## config.mk

```make
export PLATFORM = sky130hd
export DESIGN_NAME = toycpu_fetch
export DESIGN_NICKNAME = d
export VERILOG_FILES = /design/src/rtl/toycpu_fetch.sv
export SDC_FILE = /design/constraint.sdc
export NUM_CORES = 1
export LEC_CHECK = 0
export CAP_MARGIN = 5
export CORE_AREA = 5 5 155 98
export DETAILED_ROUTE_END_ITERATION = 10
export DIE_AREA = 0 0 160 103
export GPL_ROUTABILITY_DRIVEN = 0
export PLACE_DENSITY = 0.79
export SLEW_MARGIN = 20
export SYNTH_ARGS = -nofsm -noshare
export SYNTH_HDL_FRONTEND = slang
export SYNTH_SLANG_ARGS = --single-unit
```

## constraint.sdc

```tcl
create_clock -name clk -period 3 [get_ports clk]
set_input_delay 0.45 -clock clk [delete_from_list [all_inputs] [get_ports clk]]
set_output_delay 0.45 -clock clk [all_outputs]
set_load 0.02 [all_outputs]
```

## src/rtl/toycpu_fetch.sv

```systemverilog
// Instruction fetch stage for the toycpu core: issues word-addressed reads,
// buffers returned words in a small prefetch FIFO and hands {instruction, pc}
// to the core over a valid/ready handshake. Redirect flushes and restarts.
module toycpu_fetch #(
  parameter int unsigned         ADDR_W   = 16,
  parameter int unsigned         DATA_W   = 16,
  parameter int unsigned         DEPTH    = 4,
  parameter logic [ADDR_W-1:0]   RESET_PC = '0
) (
  input  logic                     clk,
  input  logic                     rst,
  output logic                     mem_req,
  output logic [ADDR_W-1:0]        mem_addr,
  input  logic                     mem_gnt,
  input  logic                     mem_rvalid,
  input  logic [DATA_W-1:0]        mem_rdata,
  input  logic                     redirect,
  input  logic [ADDR_W-1:0]        redirect_pc,
  output logic                     instr_valid,
  input  logic                     instr_ready,
  output logic [DATA_W-1:0]        instruction,
  output logic [ADDR_W-1:0]        instr_pc,
  output logic [$clog2(DEPTH):0]   fifo_count
);

  localparam int unsigned PtrW = $clog2(DEPTH);
  localparam int unsigned CntW = PtrW + 1;
  localparam logic [CntW:0] DepthExt = (CntW + 1)'(DEPTH);

  logic [ADDR_W-1:0] fetch_pc_q, fetch_pc_d;
  logic [ADDR_W-1:0] resp_pc_q, resp_pc_d;
  logic [CntW-1:0]   outstanding_q, outstanding_d;
  logic [CntW-1:0]   discard_q, discard_d;
  logic [CntW-1:0]   count_q, count_d;
  logic [PtrW-1:0]   wptr_q, wptr_d;
  logic [PtrW-1:0]   rptr_q, rptr_d;
  logic [ADDR_W-1:0] fifo_pc_q   [DEPTH];
  logic [DATA_W-1:0] fifo_data_q [DEPTH];

  logic credit, issue, push, pop;

  // Credit counts in-flight reads as already occupying FIFO slots, so a
  // returning word always has room.
  always_comb begin
    credit      = ({1'b0, outstanding_q} + {1'b0, count_q}) < DepthExt;
    mem_req     = !rst && !redirect && credit;
    mem_addr    = fetch_pc_q;
    issue       = mem_req && mem_gnt;
    instr_valid = count_q != '0;
    pop         = instr_valid && instr_ready;
    push        = mem_rvalid && (discard_q == '0);
    instruction = instr_valid ? fifo_data_q[rptr_q] : '0;
    instr_pc    = instr_valid ? fifo_pc_q[rptr_q] : '0;
    fifo_count  = count_q;
  end

  // Next-state: redirect wins over issue, push and pop in the same cycle.
  always_comb begin
    fetch_pc_d    = fetch_pc_q;
    resp_pc_d     = resp_pc_q;
    outstanding_d = outstanding_q;
    discard_d     = discard_q;
    count_d       = count_q;
    wptr_d        = wptr_q;
    rptr_d        = rptr_q;
    if (redirect) begin
      fetch_pc_d    = redirect_pc;
      resp_pc_d     = redirect_pc;
      // Every read still in flight after this cycle is stale.
      outstanding_d = outstanding_q - CntW'(mem_rvalid);
      discard_d     = outstanding_q - CntW'(mem_rvalid);
      count_d       = '0;
      wptr_d        = '0;
      rptr_d        = '0;
    end else begin
      if (issue) fetch_pc_d = fetch_pc_q + ADDR_W'(1);
      outstanding_d = outstanding_q + CntW'(issue) - CntW'(mem_rvalid);
      if (mem_rvalid) begin
        if (discard_q != '0) begin
          discard_d = discard_q - CntW'(1);
        end else begin
          resp_pc_d = resp_pc_q + ADDR_W'(1);
          wptr_d    = wptr_q + PtrW'(1);
        end
      end
      if (pop) rptr_d = rptr_q + PtrW'(1);
      count_d = count_q + CntW'(push) - CntW'(pop);
    end
  end

  // Control state register.
  always_ff @(posedge clk or posedge rst) begin
    if (rst) begin
      fetch_pc_q    <= RESET_PC;
      resp_pc_q     <= RESET_PC;
      outstanding_q <= '0;
      discard_q     <= '0;
      count_q       <= '0;
      wptr_q        <= '0;
      rptr_q        <= '0;
    end else begin
      fetch_pc_q    <= fetch_pc_d;
      resp_pc_q     <= resp_pc_d;
      outstanding_q <= outstanding_d;
      discard_q     <= discard_d;
      count_q       <= count_d;
      wptr_q        <= wptr_d;
      rptr_q        <= rptr_d;
    end
  end

  // FIFO storage; contents are only visible through the valid-gated outputs.
  always_ff @(posedge clk) begin
    if (!redirect && push) begin
      fifo_pc_q[wptr_q]   <= resp_pc_q;
      fifo_data_q[wptr_q] <= mem_rdata;
    end
  end

endmodule

```

==> Word level (Yosys, flattened, before mapping) <==
Memory sizes are Yosys's and may differ from the RTL's.
Cells that the tools add are included.
{ "op_classes": {"order_cmp": 1, "addsub": 11, "n_mux": 19, "reduce_logical": 17, "n_eq_ne": 1} }
{ "op_table": {"columns": ["operator", "n"], "rows": [
  ["$mux 16", 7],
  ["$add 16x1->16 const B", 2],
  ["$mux 3", 5],
  ["$mux 2", 5],
  ["$sub 3x1->3", 3],
  ["$reduce_bool 2->1", 4],
  ["$add 3x1->3", 2],
  ["$logic_and 1x1->1", 6],
  ["$reduce_bool 3->1", 2],
  ["$add 2x1->2 const B", 2],
  ["$add 3x3->4", 1],
  ["$lt 4x3->1 const B", 1],
  ["$reduce_and 2->1", 2],
  ["$logic_not 3->1", 1],
  ["$sub 3x1->3 const B", 1],
  ["$logic_not 1->1", 2],
  ["$mux 1", 2],
  ["$ne 2x2->1 const B", 1]
]} }
{ "word_totals": {"output_inout_bits": 53, "elab_cells": 58, "mem_count": 2, "ramBits": 128, "regBits": 45} }
{ "memory_table": {"columns": ["name", "depth", "word_bits", "read_ports", "rd_ports_with_merged_regs", "write_ports", "line", "text"], "rows": [
  ["fifo_data_q", 4, 16, 1, 0, 1, "38", "logic [DATA_W-1:0] fifo_data_q [DEPTH];"],
  ["fifo_pc_q", 4, 16, 1, 0, 1, "37", "logic [ADDR_W-1:0] fifo_pc_q [DEPTH];"]
]} }

==> Depth between registers and ports, before layout <==
Gate-level depths: netlist of run 1.
{ "depth": {"word_depth": 7, "ltp_mapped": 13, "mapped_depth_nobuf": 11} }

==> Worst setup path after synthesis of run 1 <==
Ideal clock, no wire load.
{ "synth_path": {"path_type": "register to register", "start": "register count_q[1] (netlist: fifo_count[1])", "end": "register outstanding_q[2]", "synth_period_minus_slack_ns": 2.786, "setup_slack_ns": 0.214, "t_arrival_ns": 2.707, "path_buffers": 2, "path_stages_with_launch": 14, "cell_sequence": "dfrtp_1 ha_1 nand3_1 and4_1 buf_4 inv_2 buf_2 ha_1 inv_1 ha_1 fa_1 xor2_1 o21ai_0 xor2_1"} }
{ "synth_between": {"elab_chain_cells": 7} }
{ "synth_lines": {"columns": ["element", "line", "text"], "rows": [
  ["start: declaration", "34", "logic [CntW-1:0] count_q, count_d;"],
  ["start signal: assignment", "106", "count_q <= count_d;"],
  ["$add 3x3->4", "45", "credit = ({1'b0, outstanding_q} + {1'b0, count_q}) < DepthExt;"],
  ["$lt 4x3->1", "45", null],
  ["$logic_and 1x1->1", "46", "mem_req = !rst && !redirect && credit;"],
  ["$logic_and 1x1->1", "48", "issue = mem_req && mem_gnt;"],
  ["$add 3x1->3", "77", "outstanding_d = outstanding_q + CntW'(issue) - CntW'(mem_rvalid);"],
  ["$sub 3x1->3", "77", null],
  ["$mux 3", "66", "if (redirect) begin"],
  ["via outstanding_d[2]", "32", "logic [CntW-1:0] outstanding_q, outstanding_d;"],
  ["end signal: assignment", "104", "outstanding_q <= outstanding_d;"],
  ["end: declaration", "32", null]
]} }
The timed path passes the listed nets, and every way through them passes these cells.
A chain may end at the register's enable or synchronous reset.

==> Worst setup path in the final report of run 1 <==
{ "layout_path": {"start": "register rptr_q[0]", "end": "output port instruction[11]"} }
{ "layout_between": {"elab_chain_cells": 2} }
{ "layout_lines": {"columns": ["element", "line", "text"], "rows": [
  ["start: declaration", "36", "logic [PtrW-1:0] rptr_q, rptr_d;"],
  ["start signal: assignment", "108", "rptr_q <= rptr_d;"],
  ["$mem_v2 4x16", null, null],
  ["$mux 16", "52", "instruction = instr_valid ? fifo_data_q[rptr_q] : '0;"],
  ["end: declaration", "21", "output logic [DATA_W-1:0] instruction,"]
]} }
No other way between the ends.

==> summary.md, run 1 <==
| Metric | Value |
|---|---|
| Tot Pwr | `between 0.007 and 0.008 W` |
| Fraction of layout cells with a size suffix above 1 | `about 15%` |
| Synthesized flop and latch total | `~170` |
| Vias in the first global route | `4654` |
| CTS tree | `yes` |
| Unrepaired setup endpoints after global routing | `no` |
| Nets | `644` |
| DRT Pass-1 Iters | `5` |
| Setup bufs post-CTS | `0` |
| Fillcell total | `936` |
| Site Rows | `34` |
| Synthesized area per cell | `15.4 um^2` |
| Die W | `around 160 um` |
| Area share of the leading cell type in the synthesized netlist | `51.8%` |
| HP Class | `register to register` |
| Multi-input logic area | `about 2300 um^2` |
| Via/cell ratio | `about 5.7` |
| CP arrival | `2.42 ns` |
| Initial antenna violation count | `0` |
| Slew HR | `between 40% and 50%` |
| Clk Latency, worst-skew pair | `0.42 ns` |
| Fin crit share | `95.6%` |
| Routed WL | `15800 um` |
| Synth cell count leaders | `128 x edfxtp_1, 45 x dfrtp_1, 38 x and2_1` |
| Final setup TNS | `0 ns` |
| Pleak | `~3.2 nW` |
| Antenna Nets Post-Route | `0` |
| Largest net degree at the start of global routing | `49` |
| First-pass GRT wire length | `25000 um` |
| Critical path class | `register to primary output` |
| # clock sinks | `173` |
| GRT Total Usage | `19.9%` |
| # resized after CTS | `0` |
| Pwr dens | `804 nW/um^2` |
| Fmax | `0.349 GHz` |
| Ys Warns | `0` |
| Worst-Margin Slew | `0.881 ns` |
| Post-Place Setup Slack | `0.148 ns` |
| Die footprint | `16500 um^2` |
| Top post-synthesis cells by area | `edfxtp_1 52%, dfrtp_1 15%, mux4_2 9.7%` |
| Cts hold-fix bufs | `0` |
| Reg area | `4970 um^2` |
| I/O pins | `91` |
| Min-delay src | `outstanding_q[2]` |
| Clock-pin transition on the worst setup and hold timing paths | `0.07 ns` |
| Final Hold Vio Count | `0` |
| Sequential share of the synthesized area | `67.0%` |
| Unique masters post-synth | `43` |
| Port Buffers | `90` |
| Clock buffers created by TritonCTS | `17` |
| Worst reg2reg endpoint | `outstanding_q[2]` |
| Estimated wirelength of the detail-placed design | `10600 um` |
| Placed insts | `749` |
| Setup violations, final | `0` |
| Finished Layout Cells | `781` |
| Hold depth | `1` |
| Root Driver | `clkbuf_16` |
| Run status | `complete, no violations` |
| CTS H-tree depth | `4` |
| Reg2Reg Depth | `11` |
| Detailed router's first-iteration violation count | `about 350` |
| Reg2reg setup slack | `0.38 ns` |
| Peak supply drop | `~0.5 mV` |
| Maxcap violations | `0` |
| WL/cell | `20.2 um` |
| Post-route setup slack | `0.132 ns` |
| Syn_nets | `~540` |
| Max FO, Critical Path | `18` |
| WHS Endpoint | `outstanding_q[2]` |
| Ys async rst share | `26.0%` |
| WP data required | `approximately 2.6 ns` |
| Period minus WS final | `about 2.9 ns` |
| Maximum buffer depth of the clock tree | `2` |
| Hold_ws | `0.534 ns` |
| Antenna Cells | `0` |
| Area leader, netlist | `edfxtp_1` |
| Worst setup EP type | `primary output` |
| Most frequent cell after synthesis | `edfxtp_1` |
| Clock Skew | `0.0141 ns` |
| Starting Density | `53.6%` |
| Total grt overflow | `0` |
| Final Max Slew Viols | `0` |
| Number of synthesized flops with an enable pin | `128` |
| Drc violations | `0` |
| R2r startpoint | `fifo_count[1]` |
| CP Launch Type | `register` |
| Main flop type after synthesis | `edfxtp_1` |
| Area grow syn2layout | `23.6%` |
| Vias | `4454` |
| Core Box Area | `13800 um^2` |
| Die Ht | `103 um` |
| Synth Cell Area | `7410 um^2` |
| Cells after Synth | `481` |
## worst max path at each step
stage / start / endpoint / slack (ns)
global placement: redirect / outstanding_q[2] / 0.26
finish: rptr_q[0] / instruction[11] / 0.13
floorplan: fifo_count[1] / outstanding_q[2] / 0.21
CTS: rptr_q[0] / instr_pc[12] / 0.1
detailed placement: redirect / outstanding_q[2] / 0.15
global route: rptr_q[0] / instr_pc[15] / 0.01
## cells in the final DEF, fill, tap and decap left out, types with 8 or more instances in the layout
cell / n
nor2_1: 25
xnor2_1: 13
buf_4: 19
clkdlybuf4s50_1: 90
dfrtp_1: 44
and2_1: 38
inv_1: 19
a21oi_1: 8
nand3_1: 11
nand4_1: 9
clkbuf_16: 17
o21ai_0: 20
mux4_2: 32
xor2_1: 13
nand2_1: 29
ha_1: 16
edfxtp_1: 128
## critical path, cell delays in order (launching register included)
cell and delay [ns]:
dfrtp_2 0.35, buf_4 0.33, mux4_2 0.55, and2_1 0.18
clkdlybuf4s50_1 0.56
## logic make-up (layout without fill, tap and decap cells)
logic type                 after synthesis  count (layout)  synth area share (%)
AOI/OAI and AO/OA                       48              48                  4.05
xor gates and xnor gates                26              26                  3.07
adders and majority gates               18              18                  3.24
buffers and inverters                   41             161                  2.28
DFF                                    173             173                  67.0
muxes                                   40              40                  10.9
and+or+nand+nor                        135             135                  9.47
## metrics by stage
stage,utilization [%],instance area (um^2)
after floorplan,-,7410
after global placement,62.1,8590
after detailed placement,62.1,8590
after CTS,66.3,9170
after global routing,66.3,9170
final,66.3,9170
## area by class of cell
class | instances | share of cell area, %
Clock buffer | 18 | 4.68
Clock inverter | 14 | 1.58
Inverter | 20 | 0.819
Multi-Input combinational cell | 267 | 24.8
Sequential cell | 173 | 54.2
Tap cell | 180 | 2.46
Timing Repair Buffer | 109 | 11.4
## sequential cells by signal, indices dropped and copies added, names as in the netlist
| signal | cells |
|---|---|
| discard_q | 3 |
| fifo_count | 3 |
| fifo_data_q | 64 |
| fifo_pc_q | 64 |
| mem_addr | 16 |
| outstanding_q | 3 |
| resp_pc_q | 16 |
| rptr_q | 2 |
| wptr_q | 2 |
## power by group
group | switching [W] | leakage [nW] | internal (W) | total [W]
clock network | 0.000916 | 0.270 | 0.00123 | 0.00214
logic | 0.00119 | 1.27 | 0.00114 | 0.00233
registers | 0.000163 | 1.69 | 0.00274 | 0.00290
## layer usage
layer / GRT usage (%) / up-vias / routed length (um)
met5: 0 / - / 0
met2: 32.5 / 159 / 7640
li1: - / 2013 / -
met3: 4.71 / 15 / 948
met4: 6.15 / 0 / 131
met1: 27.1 / 2267 / 7030
Power figures use the tool's default switching activity.
==> run 2: changes to the inputs <==
Settings changed: CORE_AREA 5 5 155 98 to 5 5 154 156, DIE_AREA 0 0 160 103 to 0 0 159 161, PLACE_DENSITY 0.79 to default, TNS_END_PERCENT from default to 30.
==> summary.md, run 2 (synthesized netlist as in run 1, its figures left out) <==
| Metric | Value |
|---|---|
| Run status | `complete, no violations` |
| Fraction of layout cells with a size suffix above 1 | `15.0% (+0.22 points)` |
| Most frequent cells in the layout | `128 x edfxtp_1, 90 x clkdlybuf4s50_1, 44 x dfrtp_1` |
| Max FO, Critical Path | `26 (+8)` |
| Pint | `0.00504 W (-1.3%)` |
| Routed WL | `15700 um (-0.22%)` |
| Clk Latency, worst-skew pair | `0.42 ns (about the same)` |
| Clock buffers created by TritonCTS | `17 (unchanged)` |
| Sw Ratio | `30.7% (-0.097 points)` |
| Area grow syn2layout | `25.5%` |
| DRT Pass-1 Iters | `4 (-1)` |
| I/O pins | `91 (unchanged)` |
| Period minus WS final | `2.78 ns (-0.0916 ns)` |
| Largest net degree at the start of global routing | `49 (unchanged)` |
| Reg2Reg Depth | `11 (unchanged)` |
| Vias | `4338 (-2.6%)` |
| First-pass GRT wire length | `25700 um (+2.5%)` |
| # clock sinks | `173 (unchanged)` |
| Final setup TNS | `0 ns (unchanged)` |
| Total grt overflow | `0 (unchanged)` |
| Worst setup EP type | `primary output` |
| Cts hold-fix bufs | `0 (unchanged)` |
| Reg2reg setup slack | `0.33 ns (-0.05 ns)` |
| Vias in the first global route | `4787 (+2.9%)` |
| Worst reg2reg endpoint | `outstanding_q[2]` |
| Port Buffers | `90 (unchanged)` |
| Via/cell ratio | `4.91 (-14%)` |
| CTS tree | `yes` |
| Maximum buffer depth of the clock tree | `2 (unchanged)` |
| # resized after CTS | `0 (unchanged)` |
| CP startpoint | `rptr_q[0]` |
| Slew HR | `51.5% (+11 points)` |
| Peak supply drop | `0.413 mV (-18%)` |
| Antenna Nets Post-Route | `0 (unchanged)` |
| Worst-Margin Slew | `0.727 ns (-0.154 ns)` |
| Largest regs | `fifo_data_q: 64 flops, fifo_pc_q: 64 flops` |
| Root Driver | `clkbuf_16` |
| Die Ht | `161 um (+56%)` |
| Maxcap violations | `0 (unchanged)` |
| Clock-pin transition on the worst setup and hold timing paths | `0.06 ns (about the same)` |
| Unrepaired setup endpoints after global routing | `no` |
| CTS H-tree depth | `4 (unchanged)` |
| WL/cell | `17.8 um (-12%)` |
| Die W | `159 um (-0.63%)` |
| Final core utilization | `41.9% (-24 points)` |
| WP data required | `2.55 ns (about the same)` |
| Clock power frac | `28.0% (-1.1 points)` |
| Clock Skew | `0.00811 ns (-0.00604 ns)` |
| Pleak | `3.24 nW (-0.11%)` |
| Pwr dens | `781 nW/um^2 (-3.0%)` |
| Setup bufs post-CTS | `0 (unchanged)` |
| Estimated wirelength of the detail-placed design | `10600 um (+0.12%)` |
| Commonest non-fill, non-tap cell in the layout | `edfxtp_1` |
| Detailed router's first-iteration violation count | `292 (-17%)` |
| CP Launch Type | `register` |
| Antenna Cells | `0 (unchanged)` |
| Psw | `0.00223 W (-1.7%)` |
| Final Max Slew Viols | `0 (unchanged)` |
| Comb power frac | `31.9% (+0.3 points)` |
| Site Rows | `55 (+62%)` |
| Drc violations | `0 (unchanged)` |
| Critical path class | `register to primary output` |
| Fmax | `0.360 GHz (+3.3%)` |
| Core Box Area | `22200 um^2 (+61%)` |
| Starting Density | `33.4% (-20 points)` |
| GRT Total Usage | `12.6% (-7.2 points)` |
| Final Hold Vio Count | `0 (unchanged)` |
| Initial antenna violation count | `0 (unchanged)` |
| Fin crit share | `92.5% (-3.1 points)` |
| R2r startpoint | `fifo_count[1]` |
| Seq pwr share | `40.0% (+0.7 points)` |
| HP Class | `input port to async pin` |
| Die footprint | `25600 um^2 (+55%)` |
| CP arrival | `2.33 ns (-0.09 ns)` |
| Setup violations, final | `0 (unchanged)` |
| Nets | `642 (-0.31%)` |
run 2: cell types whose count changed in the layout (fill, tap and decap cells not counted):
cell / delta
buf_4: -6
and2_2: +4
clkinvlp_2: -1
clkinv_2: +2
inv_8: +1
clkinv_4: -3
inv_6: +1
bufinv_16: -1
buf_12: +4
clkinv_1: +1
and2_1: -4
run 2: final cells by class:
type	count	area, um^2
well taps	285	357
inverters	20	75.1
clock inverters	14	118
flip-flops and latches	173	4970
fillers	2001	12900
clock buffers	18	429
multi-input cells	267	2280
repair buffers	107	1080
run 2: worst max path at each step:
stage | slack, ns | cells past startpoint | endpoint
after floorplan | 0.21 | 13 | outstanding_q[2]
after global placement | 0.26 | 11 | outstanding_q[2]
after detailed placement | 0.1 | 11 | outstanding_q[2]
after CTS | 0.15 | 4 | instr_pc[9]
after global routing | 0.10 | 4 | instr_pc[8]
final | 0.22 | 4 | instr_pc[9]
run 2: through the flow:
step / hold slack [ns] / setup WS [ns] / power, W / instances / area (um^2)
floorplan: 0.485 / 0.214 / 0.00431 / 481 / 7410
global placement: 0.500 / 0.259 / 0.00527 / 852 / 8760
detailed placement: 0.545 / 0.0956 / 0.00534 / 852 / 8760
CTS: 0.538 / 0.149 / 0.00739 / 884 / 9310
global route: 0.573 / 0.101 / 0.00767 / 884 / 9310
finish: 0.524 / 0.224 / 0.00727 / 884 / 9310
run 2: metal layers:
| layer | up-vias | GRT usage [%] | wire length [um] |
|---|---|---|---|
| met4 | 0 | 2.33 | 38 |
| li1 | 2011 | - | - |
| met5 | - | 0 | 0 |
| met3 | 4 | 4.11 | 942 |
| met2 | 129 | 20.5 | 7620 |
| met1 | 2194 | 16.8 | 7120 |
run 2: worst max-delay path: stages, from the launching register on:
cell,delay (ns)
dfrtp_2,0.39
buf_12,0.24
mux4_2,0.55
and2_1,0.17
clkdlybuf4s50_1,0.54
run 2: power groups by stage:
stage / clock network (W) / registers [W] / logic, W
detailed placement: 0 / 0.00295 / 0.00238
finish: 0.00204 / 0.00291 / 0.00232
global route: 0.00220 / 0.00293 / 0.00254
CTS: 0.00209 / 0.00291 / 0.00239
global placement: 0 / 0.00294 / 0.00234
floorplan: 0 / 0.00295 / 0.00136
==> run 3: changes to the inputs <==
Settings changed: ABC_AREA from default to 1, CORE_AREA 5 5 154 156 to 5 5 159 161, DIE_AREA 0 0 159 161 to 0 0 164 166, DONT_BUFFER_PORTS from default to 1, PLACE_DENSITY from default to 0.53.
==> summary.md, run 3 <==
| Metric | Value |
|---|---|
| Run status | `complete, no violations` |
| Die Ht | `166 um (+3.1%)` |
| Starting Density | `33.1% (-0.21 points)` |
| Main flop type after synthesis | `edfxtp_1` |
| Unique masters post-synth | `35 (-19%)` |
| Syn_nets | `837 (+56%)` |
| WL/cell | `16.1 um (-9.7%)` |
| Initial antenna violation count | `0 (unchanged)` |
| WP data required | `2.55 ns (about the same)` |
| Ys async rst share | `26.0% (unchanged)` |
| CTS tree | `yes` |
| Max stage delay cell, worst path | `dfrtp_1` |
| Clock Skew | `0.0121 ns (+0.00403 ns)` |
| Setup bufs post-CTS | `0 (unchanged)` |
| Cell mode on critical path | `buf_4` |
| Nets | `869 (+35%)` |
| Largest net degree at the start of global routing | `66 (+35%)` |
| Area share of the leading cell type in the synthesized netlist | `48.7% (-3.2 points)` |
| Maximum buffer depth of the clock tree | `2 (unchanged)` |
| Ys Warns | `0 (unchanged)` |
| Delay-heaviest family, CP | `flip-flops` |
| HP Class | `input port to register` |
| Sequential share of the synthesized area | `62.9% (-4.1 points)` |
| Die footprint | `27200 um^2 (+6.3%)` |
| Core Box Area | `23800 um^2 (+7.2%)` |
| CP Launch Type | `register` |
| Drc violations | `0 (unchanged)` |
| Top post-synthesis cells by area | `edfxtp_1 49%, dfrtp_1 14%, nor2_1 7.5%` |
| Crit-path max cell delay | `0.57 ns (+0.02 ns)` |
| Number of synthesized flops with an enable pin | `128 (unchanged)` |
| CP arrival | `2.17 ns (-0.16 ns)` |
| Final Max Slew Viols | `0 (unchanged)` |
| Vias | `5484 (+26%)` |
| Vias in the first global route | `5322 (+11%)` |
| First-pass GRT wire length | `29000 um (+13%)` |
| Die W | `164 um (+3.1%)` |
| Commonest non-fill, non-tap cell in the layout | `nor2_1` |
| Fmax | `0.381 GHz (+5.9%)` |
| Most frequent cells in the layout | `153 x nor2_1, 128 x edfxtp_1, 105 x nand2_1` |
| Most frequent cell after synthesis | `nor2_1` |
| Estimated wirelength of the detail-placed design | `11600 um (+9.1%)` |
| Pleak | `3.59 nW (+11%)` |
| Detailed router's first-iteration violation count | `254 (-13%)` |
| # resized after CTS | `0 (unchanged)` |
| Setup violations, final | `0 (unchanged)` |
| Clk Latency, worst-skew pair | `0.43 ns (about the same)` |
| Via/cell ratio | `4.77 (-2.8%)` |
| Synthesized area per cell | `10.1 um^2 (-34%)` |
| Routed WL | `18500 um (+17%)` |
| CTS H-tree depth | `4 (unchanged)` |
| # clock sinks | `173 (unchanged)` |
| Final core utilization | `38.5% (-3.4 points)` |
| Clock buffers created by TritonCTS | `17 (unchanged)` |
| GRT Total Usage | `13.7% (+1.1 points)` |
| Root Driver | `clkbuf_16` |
| Fin crit share | `87.4% (-5.2 points)` |
| Maxcap violations | `0 (unchanged)` |
| Synth cell count leaders | `157 x nor2_1, 128 x edfxtp_1, 105 x nand2_1` |
| Area grow syn2layout | `16.2%` |
| CP cell instances | `nor2_1 -> nand2_1 -> inv_1 -> buf_4 -> a21oi_1 -> buf_4` |
| Clock-pin transition on the worst setup and hold timing paths | `0.08 ns (+0.02 ns)` |
| Cts hold-fix bufs | `0 (unchanged)` |
| Final setup TNS | `0 ns (unchanged)` |
| Largest regs | `fifo_data_q: 64 flops, fifo_pc_q: 64 flops` |
| Synthesized flop and latch total | `173 (unchanged)` |
| I/O pins | `91 (unchanged)` |
| Fraction of layout cells with a size suffix above 1 | `12.6% (-2.4 points)` |
| Max FO, Critical Path | `32 (+23%)` |
| Unrepaired setup endpoints after global routing | `no` |
| Final Hold Vio Count | `0 (unchanged)` |
| Antenna Cells | `0 (unchanged)` |
| Area leader, netlist | `edfxtp_1` |
| DRT Pass-1 Iters | `4 (unchanged)` |
| Synth Cell Area | `7900 um^2 (+6.5%)` |
| Port Buffers | `0 (-100%)` |
| CP bufs+invs | `3 (+1)` |
| Total grt overflow | `0 (unchanged)` |
| Period minus WS final | `2.62 ns (-0.155 ns)` |
| Site Rows | `57 (+3.6%)` |
| Worst setup EP type | `primary output` |
| Antenna Nets Post-Route | `0 (unchanged)` |
| Slew HR | `59.6% (+8.1 points)` |
| Cells after Synth | `781 (+62%)` |
| Pwr dens | `819 nW/um^2 (+4.9%)` |
| Critical path class | `register to primary output` |
| Peak supply drop | `0.356 mV (-14%)` |
| Worst-Margin Slew | `0.605 ns (-0.121 ns)` |
| Hold_ws | `0.0865 ns (-0.437 ns)` |
## run 3: cell types whose count changed after synthesis, sizes merged, moves of 38 or more
cell and delta:
a21oi +39, and2 -38, inv +49, nand2 +79
nor2 +140, o21ai +76
## run 3: path summary, 6_finish.rpt
check | depth (start not counted) | end | slack (ns) | start
worst min-delay path | 1 | fifo_count[1] | 0.09 | redirect
min in group asynchronous | 2 | discard_q[0] | 0.13 | rst
worst max-delay path | 6 | instr_pc[2] | 0.38 | fifo_count[1]
max in group asynchronous | 2 | rptr_q[0] | 2.42 | rst
worst max register to register | 11 | outstanding_q[2] | 0.39 | fifo_count[1]
worst min register to register | 1 | wptr_q[0] | 0.56 | wptr_q[0]
## run 3: metrics by stage
| step | area [um^2] | power, W | worst slack (ns) | cells |
|---|---|---|---|---|
| floorplan | 7900 | 0.00452 | 0.271 | 781 |
| global placement | 8570 | 0.00535 | 0.386 | 1118 |
| detailed placement | 8570 | 0.00537 | 0.363 | 1118 |
| CTS | 9180 | 0.00762 | 0.296 | 1150 |
| global route | 9180 | 0.00796 | 0.184 | 1150 |
| finish | 9180 | 0.00751 | 0.378 | 1150 |
## run 3: area by class of cell
cell class / count / area [um^2]
clock buffer: 17 / 425
clock inverter: 15 / 183
fill: 2422 / 14600
multi-input combinational: 505 / 2530
tap: 324 / 405
sequential: 173 / 4970
timing repair buffer: 45 / 388
inverter: 71 / 273
## run 3: cells by family (layout without fill, tap and decap cells)
logic type	Yosys count	after routing	share of synthesized area (%)
XOR/XNOR	9	9	0.998
buffers and inverters	103	148	5.39
flip-flops	173	173	62.9
AND/OR/NAND/NOR	321	321	17.2
AO/OA/AOI/OAI	157	157	10.4
adder cells (fa/ha/maj)	18	18	3.04
## run 3: where the power goes
part | total [W] | internal [W] | switching (W)
sequential | 0.00309 | 0.00280 | 0.000297
clock | 0.00223 | 0.00114 | 0.00109
combinational | 0.00218 | 0.000765 | 0.00142
## run 3: worst register-to-register path, delay by kind of cell (launching register included)
family          cells  cell delay (ns)
xor+xnor            1             0.16
compound gates      1             0.14
flops               1             0.52
fa+ha+maj           4             1.19
simple gates        4             0.49
buf+inv             1             0.04
## run 3: routing by layer
metal | GRT usage (%) | vias to the layer above | share of wire (%)
met3 | 4.24 | 11 | 5.9
met4 | 3.61 | 0 | 0.98
li1 | - | 2708 | -
met2 | 22.3 | 108 | 47
met1 | 17.9 | 2657 | 47
met5 | 0 | - | 0
